## src/rtl/dwrr_req_queues.sv

```systemverilog
// dwrr_req_queues: requestor-side front end for the DWRR arbiter.
// One packet FIFO per requestor drives the matching reqs bit; the arbiter's
// gnt vector pops the granted head. The popped word appears one cycle later
// on a single registered stream tagged with the queue id.
// Optional macro DWRR_GNT_CHECK_EN builds a sticky grant-protocol checker on err;
// without it err is tied low.
module dwrr_req_queues #(
    parameter int NUM_REQS = 4,
    parameter int DWID     = 8,
    parameter int DEPTH    = 4,
    parameter int CNTWID   = $clog2(NUM_REQS)
) (
    input  logic                     clk,
    input  logic                     rst,
    input  logic [NUM_REQS-1:0]      push,
    input  logic [NUM_REQS*DWID-1:0] push_data,
    output logic [NUM_REQS-1:0]      full,
    input  logic                     blk,
    output logic [NUM_REQS-1:0]      reqs,
    input  logic [NUM_REQS-1:0]      gnt,
    output logic                     out_valid,
    output logic [DWID-1:0]          out_data,
    output logic [CNTWID-1:0]        out_id,
    output logic                     err
);

    localparam int PW = $clog2(DEPTH);
    localparam int CW = $clog2(DEPTH + 1);
    localparam logic [CW-1:0] DEPTH_C = CW'(DEPTH);

    logic [NUM_REQS-1:0]      not_empty;
    logic [NUM_REQS-1:0]      push_ok;
    logic [NUM_REQS-1:0]      pop_sel;
    logic [NUM_REQS-1:0]      gnt_low;
    logic [NUM_REQS*DWID-1:0] head_flat;

    logic                     pop_any;
    logic [DWID-1:0]          sel_data;
    logic [CNTWID-1:0]        sel_id;

    // Isolate the lowest set grant bit so a malformed multi-bit grant serves one queue.
    assign gnt_low = gnt & (~gnt + NUM_REQS'(1));

    for (genvar gi = 0; gi < NUM_REQS; gi++) begin : g_queue
        logic [DWID-1:0] mem [DEPTH];
        logic [PW-1:0]   wr_ptr_reg;
        logic [PW-1:0]   rd_ptr_reg;
        logic [CW-1:0]   count_reg;

        assign not_empty[gi] = (count_reg != '0);
        assign full[gi]      = (count_reg == DEPTH_C);
        // Requests depend only on stored state and blk, never on gnt.
        assign reqs[gi]      = not_empty[gi] & ~blk;
        // Full is judged on the pre-edge count; a same-cycle pop does not free a slot.
        assign push_ok[gi]   = push[gi] & ~full[gi];
        assign pop_sel[gi]   = gnt_low[gi] & not_empty[gi];

        assign head_flat[gi*DWID +: DWID] = mem[rd_ptr_reg];

        // Queue storage: written on accepted pushes, left unreset so it maps to RAM.
        always_ff @(posedge clk) begin
            if (push_ok[gi]) begin
                mem[wr_ptr_reg] <= push_data[gi*DWID +: DWID];
            end
        end

        // Pointer and occupancy bookkeeping; simultaneous push and pop keep count steady.
        always_ff @(posedge clk or posedge rst) begin
            if (rst) begin
                wr_ptr_reg <= '0;
                rd_ptr_reg <= '0;
                count_reg  <= '0;
            end else begin
                if (push_ok[gi]) begin
                    wr_ptr_reg <= wr_ptr_reg + PW'(1);
                end
                if (pop_sel[gi]) begin
                    rd_ptr_reg <= rd_ptr_reg + PW'(1);
                end
                case ({push_ok[gi], pop_sel[gi]})
                    2'b10:   count_reg <= count_reg + CW'(1);
                    2'b01:   count_reg <= count_reg - CW'(1);
                    default: count_reg <= count_reg;
                endcase
            end
        end
    end

    // Select the head word and id of the (at most one) queue being popped.
    always_comb begin
        pop_any  = |pop_sel;
        sel_data = '0;
        sel_id   = '0;
        for (int i = 0; i < NUM_REQS; i++) begin
            if (pop_sel[i]) begin
                sel_data = head_flat[i*DWID +: DWID];
                sel_id   = CNTWID'(i);
            end
        end
    end

    // Output stream register: one-cycle valid pulse per pop, data/id hold otherwise.
    always_ff @(posedge clk or posedge rst) begin
        if (rst) begin
            out_valid <= 1'b0;
            out_data  <= '0;
            out_id    <= '0;
        end else begin
            out_valid <= pop_any;
            if (pop_any) begin
                out_data <= sel_data;
                out_id   <= sel_id;
            end
        end
    end

`ifdef DWRR_GNT_CHECK_EN
    logic err_reg;
    logic gnt_violation;

    // Multi-bit grant, or any grant to a queue not currently requesting
    // (empty or blocked), is a protocol error. Pops are unaffected.
    assign gnt_violation = ((gnt & (gnt - NUM_REQS'(1))) != '0) | ((gnt & ~reqs) != '0);

    // Sticky error flag, cleared only by reset.
    always_ff @(posedge clk or posedge rst) begin
        if (rst) begin
            err_reg <= 1'b0;
        end else if (gnt_violation) begin
            err_reg <= 1'b1;
        end
    end

    assign err = err_reg;
`else
    assign err = 1'b0;
`endif

endmodule

```

## config.mk

```make
export PLATFORM = sky130hd
export DESIGN_NAME = dwrr_req_queues
export DESIGN_NICKNAME = d
export VERILOG_FILES = /design/src/rtl/dwrr_req_queues.sv
export SDC_FILE = /design/constraint.sdc
export NUM_CORES = 1
export LEC_CHECK = 0
export CORE_MARGIN = 4
export CORE_UTILIZATION = 40
export DETAILED_ROUTE_END_ITERATION = 10
export GPL_TIMING_DRIVEN = 0
export PLACE_DENSITY = 0.61
export SETUP_SLACK_MARGIN = 0.2
export SLEW_MARGIN = 5
export SYNTH_ARGS = -nofsm -noshare
export SYNTH_HDL_FRONTEND = slang
export SYNTH_SLANG_ARGS = --single-unit
```

## constraint.sdc

```tcl
create_clock -name clk -period 3 [get_ports clk]
set_input_delay 0.45 -clock clk [delete_from_list [all_inputs] [get_ports clk]]
set_output_delay 0.45 -clock clk [all_outputs]
set_load 0.02 [all_outputs]
```

==> results.yml <==
logic_synthesis:
  postSynthCellCount: 384
  synth_nets: 451
  post_synth_num_cell_types: 36
  synth_sequential_area_ratio_pct: 69.6
  synth-edff-count: 128
  number_of_synthesized_register_bits: 167
  yosysWarnings: 0
  synth_area_um2: 6930
  synthFlopType: "edfxtp_1"
  postSynthAreaPerCell_um2: 18.0
  synth_async_sr_flop_share_pct: 23.4
finish:
  largest_register_ff_count: 128
  commonest_cells_after_routing_fill_and_taps_aside: "edfxtp_1, clkdlybuf4s50_1, dfrtp_1, mux4_2, inv_1"
  final_area_um2: 8520
  multiInputGateArea_um2: 1910
  antennaDiodeCount: 0
  nFillCells: 1396
  area_growth_syn_to_layout_pct: 23.0
  area.sequential_um2: 4820
  drive_above_1_share_pct: 17.6
  leading_cell_type_in_the_layout_fill_and_taps_excluded: "edfxtp_1"
  num-nets-final: 531
min_path:
  hold_path_class: "reg -> reg"
timing:
  max_slew.worst_pin.slew_ns: 0.845
  timing.final.max_slew_violations: 0
  max-slew-margin-rel_pct: 43.6
  fin_crit_sh_pct: 89.7
  rsz0062_at_grt: "no"
  max_freq_mhz: 372
  tns_ns: 0
  final_hold_viol_count: 0
  skew_ns: 0.00597
  finalCriticalPeriod_ns: 2.69
  timing.final.setup_violations: 0
grt:
  antenna_found_initial: 0
  grt_start_max_net_pins: 40
  grt_usage_pct: 14.2
  grt_pass1_vias: 3776
  grt_remaining_overflow: 0
  grt_pass1_wl_um: 20700
pwr:
  leakage_nw: 3.12
  part_of_the_power_in_the_clock_network_pct: 29.9
  power_frac_seq_pct: 40.3
  net_switching_power_figure_mw: 2.46
  internal_power_mw: 5.99
  power.share.combinational_pct: 29.8
  switching_share_pct: 29.1
  max_rail_drop_vdd_v: 0.000494
  p_per_area_nw_per_um2: 993
setup_path:
  worstPathRequired_ns: 3.34
  crit_path_cell_trace: "clkdlybuf4s50_1 -> or4b_1 -> or2_1 -> buf_2 -> inv_4 -> ha_2 -> inv_1 -> fa_1 -> xor2_1 -> nor2_1 -> xor2_1"
  critical_path_peak_fanout: 10
  worst_path_max_delay_cell: "or4b_1"
  cp_num_buf_inv: 4
  cp_endpoint_kind: "flip-flop"
  crit_path_category: "in -> reg"
  crit_path_largest_cell_delay_ns: 0.58
  timing.critical_path.mode_cell: "xor2_1"
  data_arrival_time_of_the_critical_path_ns: 3.03
  setup.worst_path.start_class: "input port"
  critical-path-top-delay-family: "simple AND/OR/NAND/NOR gates"
floorplanning:
  starting_density_pct: 41.3
  rows: 47
  dieArea_um2: 19500
  ios: 63
  die_h_um: 140
  core-area_um2: 16800
  die_span_in_x_um: 140
route:
  drc_errors: 0
  postRouteWirelength_um: 13000
  detailroute.via_count: 3500
  dr.pass1.iters: 4
  route.antenna.remaining_nets: 0
  avgViaCountPerCell: 5.02
  routed_wire_length_per_instance_um: 18.6
  drt_iter0_drc: 194
outcome:
  run_status: "complete, no violations"
cts:
  clock-root-buffer: "clkbuf_16"
  insertion_delay_to_the_later_sink_of_the_worst_skew_pair_ns: 0.41
  tritoncts_buffers: 17
  cts-htree-levels: 4
  cts_hold_buffers: 0
  clk_path_buf_depth: 2
  cts.reportedPaths.clkPinSlew_ns: 0.06
  clock-sinks: 167
  post_cts.repair.setup_buffers: 0
  cts_tree: "done"
placement:
  post-dp-hpwl_um: 9210
  routabilityCongestion: 0.767
  placement.io_buffers: 61
  postPlaceCellArea_um2: 7810
run:
  drv.max_cap_violation_count: 0
## per-stage QoR
step | cells | power, mW | setup WS, ns | hold WS, ns | util (%)
4_1_cts | 697 | 8.59 | 0.281 | 0.493 | 50.8
3_3_place_gp | 665 | 5.94 | -0.129 | 0.470 | 46.6
2_1_floorplan | 384 | 5.15 | 0.509 | 0.448 | -
5_1_grt | 697 | 8.95 | 0.200 | 0.500 | 50.8
3_5_place_dp | 665 | 6.05 | -0.155 | 0.480 | 46.6
6_report | 697 | 8.46 | 0.309 | 0.495 | 50.8
## worst paths after layout
kind                                         startpoint                  endpoint  slack (ns)  cells after the start
worst max-delay path                             gnt[1]   g_queue[3].count_reg[2]        0.31                     11
worst min-delay path            g_queue[1].count_reg[2]   g_queue[1].count_reg[2]        0.50                      1
worst max register to register  g_queue[0].count_reg[2]   g_queue[0].count_reg[2]        0.59                      8
worst min register to register  g_queue[1].count_reg[2]   g_queue[1].count_reg[2]        0.50                      1
max in group asynchronous                           rst  g_queue[0].rd_ptr_reg[0]        1.94                      2
min in group asynchronous                           rst   g_queue[1].count_reg[2]        0.52                      2
## layout make-up
type                       instances  share of cell area (%)
buffer                            16                    1.01
clock buffer                      17                    4.99
clock inverter                    15                    3.22
inverter                          29                    1.31
multi-input combinational        172                    22.5
sequential                       167                    56.6
tap                              220                    3.23
timing repair buffer              61                    7.17
## cell families (layout without fill, tap and decap cells)
family / Yosys count / count (layout) / synth area share (%)
other: 1 / 1 / 0.0541
flip-flops: 167 / 167 / 69.6
XOR/XNOR: 24 / 24 / 3.03
buffers and inverters: 45 / 138 / 2.82
multiplexers: 40 / 40 / 11.6
AND/OR/NAND/NOR: 55 / 55 / 4.57
AO/OA/AOI/OAI: 28 / 28 / 3.54
adder cells (fa/ha/maj): 24 / 24 / 4.77
## timing repair
| item | CTS | global route |
|---|---|---|
| resized for setup | 0 | 3 |
| endpoints found under the hold margin | 0 | 0 |
| setup endpoints to repair | 0 | 2 |
## power by group through the flow
stage / clock, mW / sequential, mW / combinational [mW]
2_1_floorplan: 0 / 3.45 / 1.70
3_5_place_dp: 0 / 3.45 / 2.60
6_report: 2.53 / 3.41 / 2.52
3_3_place_gp: 0 / 3.41 / 2.52
4_1_cts: 2.57 / 3.41 / 2.60
5_1_grt: 2.69 / 3.46 / 2.79
## per-layer routing
| metal | up-vias | GRT usage [%] | share of wire (%) |
|---|---|---|---|
| met4 | 0 | 5.66 | 1.9 |
| met5 | - | 0 | 0 |
| met1 | 1783 | 18.6 | 43 |
| li1 | 1611 | - | - |
| met2 | 89 | 22.9 | 50 |
| met3 | 17 | 3.50 | 4.7 |
## cell usage after synthesis (7+ instances only)
| library cell | instances | area share, % |
|---|---|---|
| edfxtp_1 | 128 | 55 |
| dfrtp_1 | 39 | 14 |
| mux4_2 | 32 | 10 |
| nor2_1 | 7 | 0.38 |
| o22a_1 | 9 | 1.1 |
| ha_1 | 20 | 3.6 |
| a32oi_1 | 8 | 1.0 |
| and2_1 | 16 | 1.4 |
| inv_1 | 28 | 1.5 |
| nand2_1 | 12 | 0.65 |
| xor2_1 | 10 | 1.3 |
| xnor2_1 | 14 | 1.8 |
| a22o_1 | 8 | 1.0 |
Note: power is estimated with default switching activity, not from simulation.
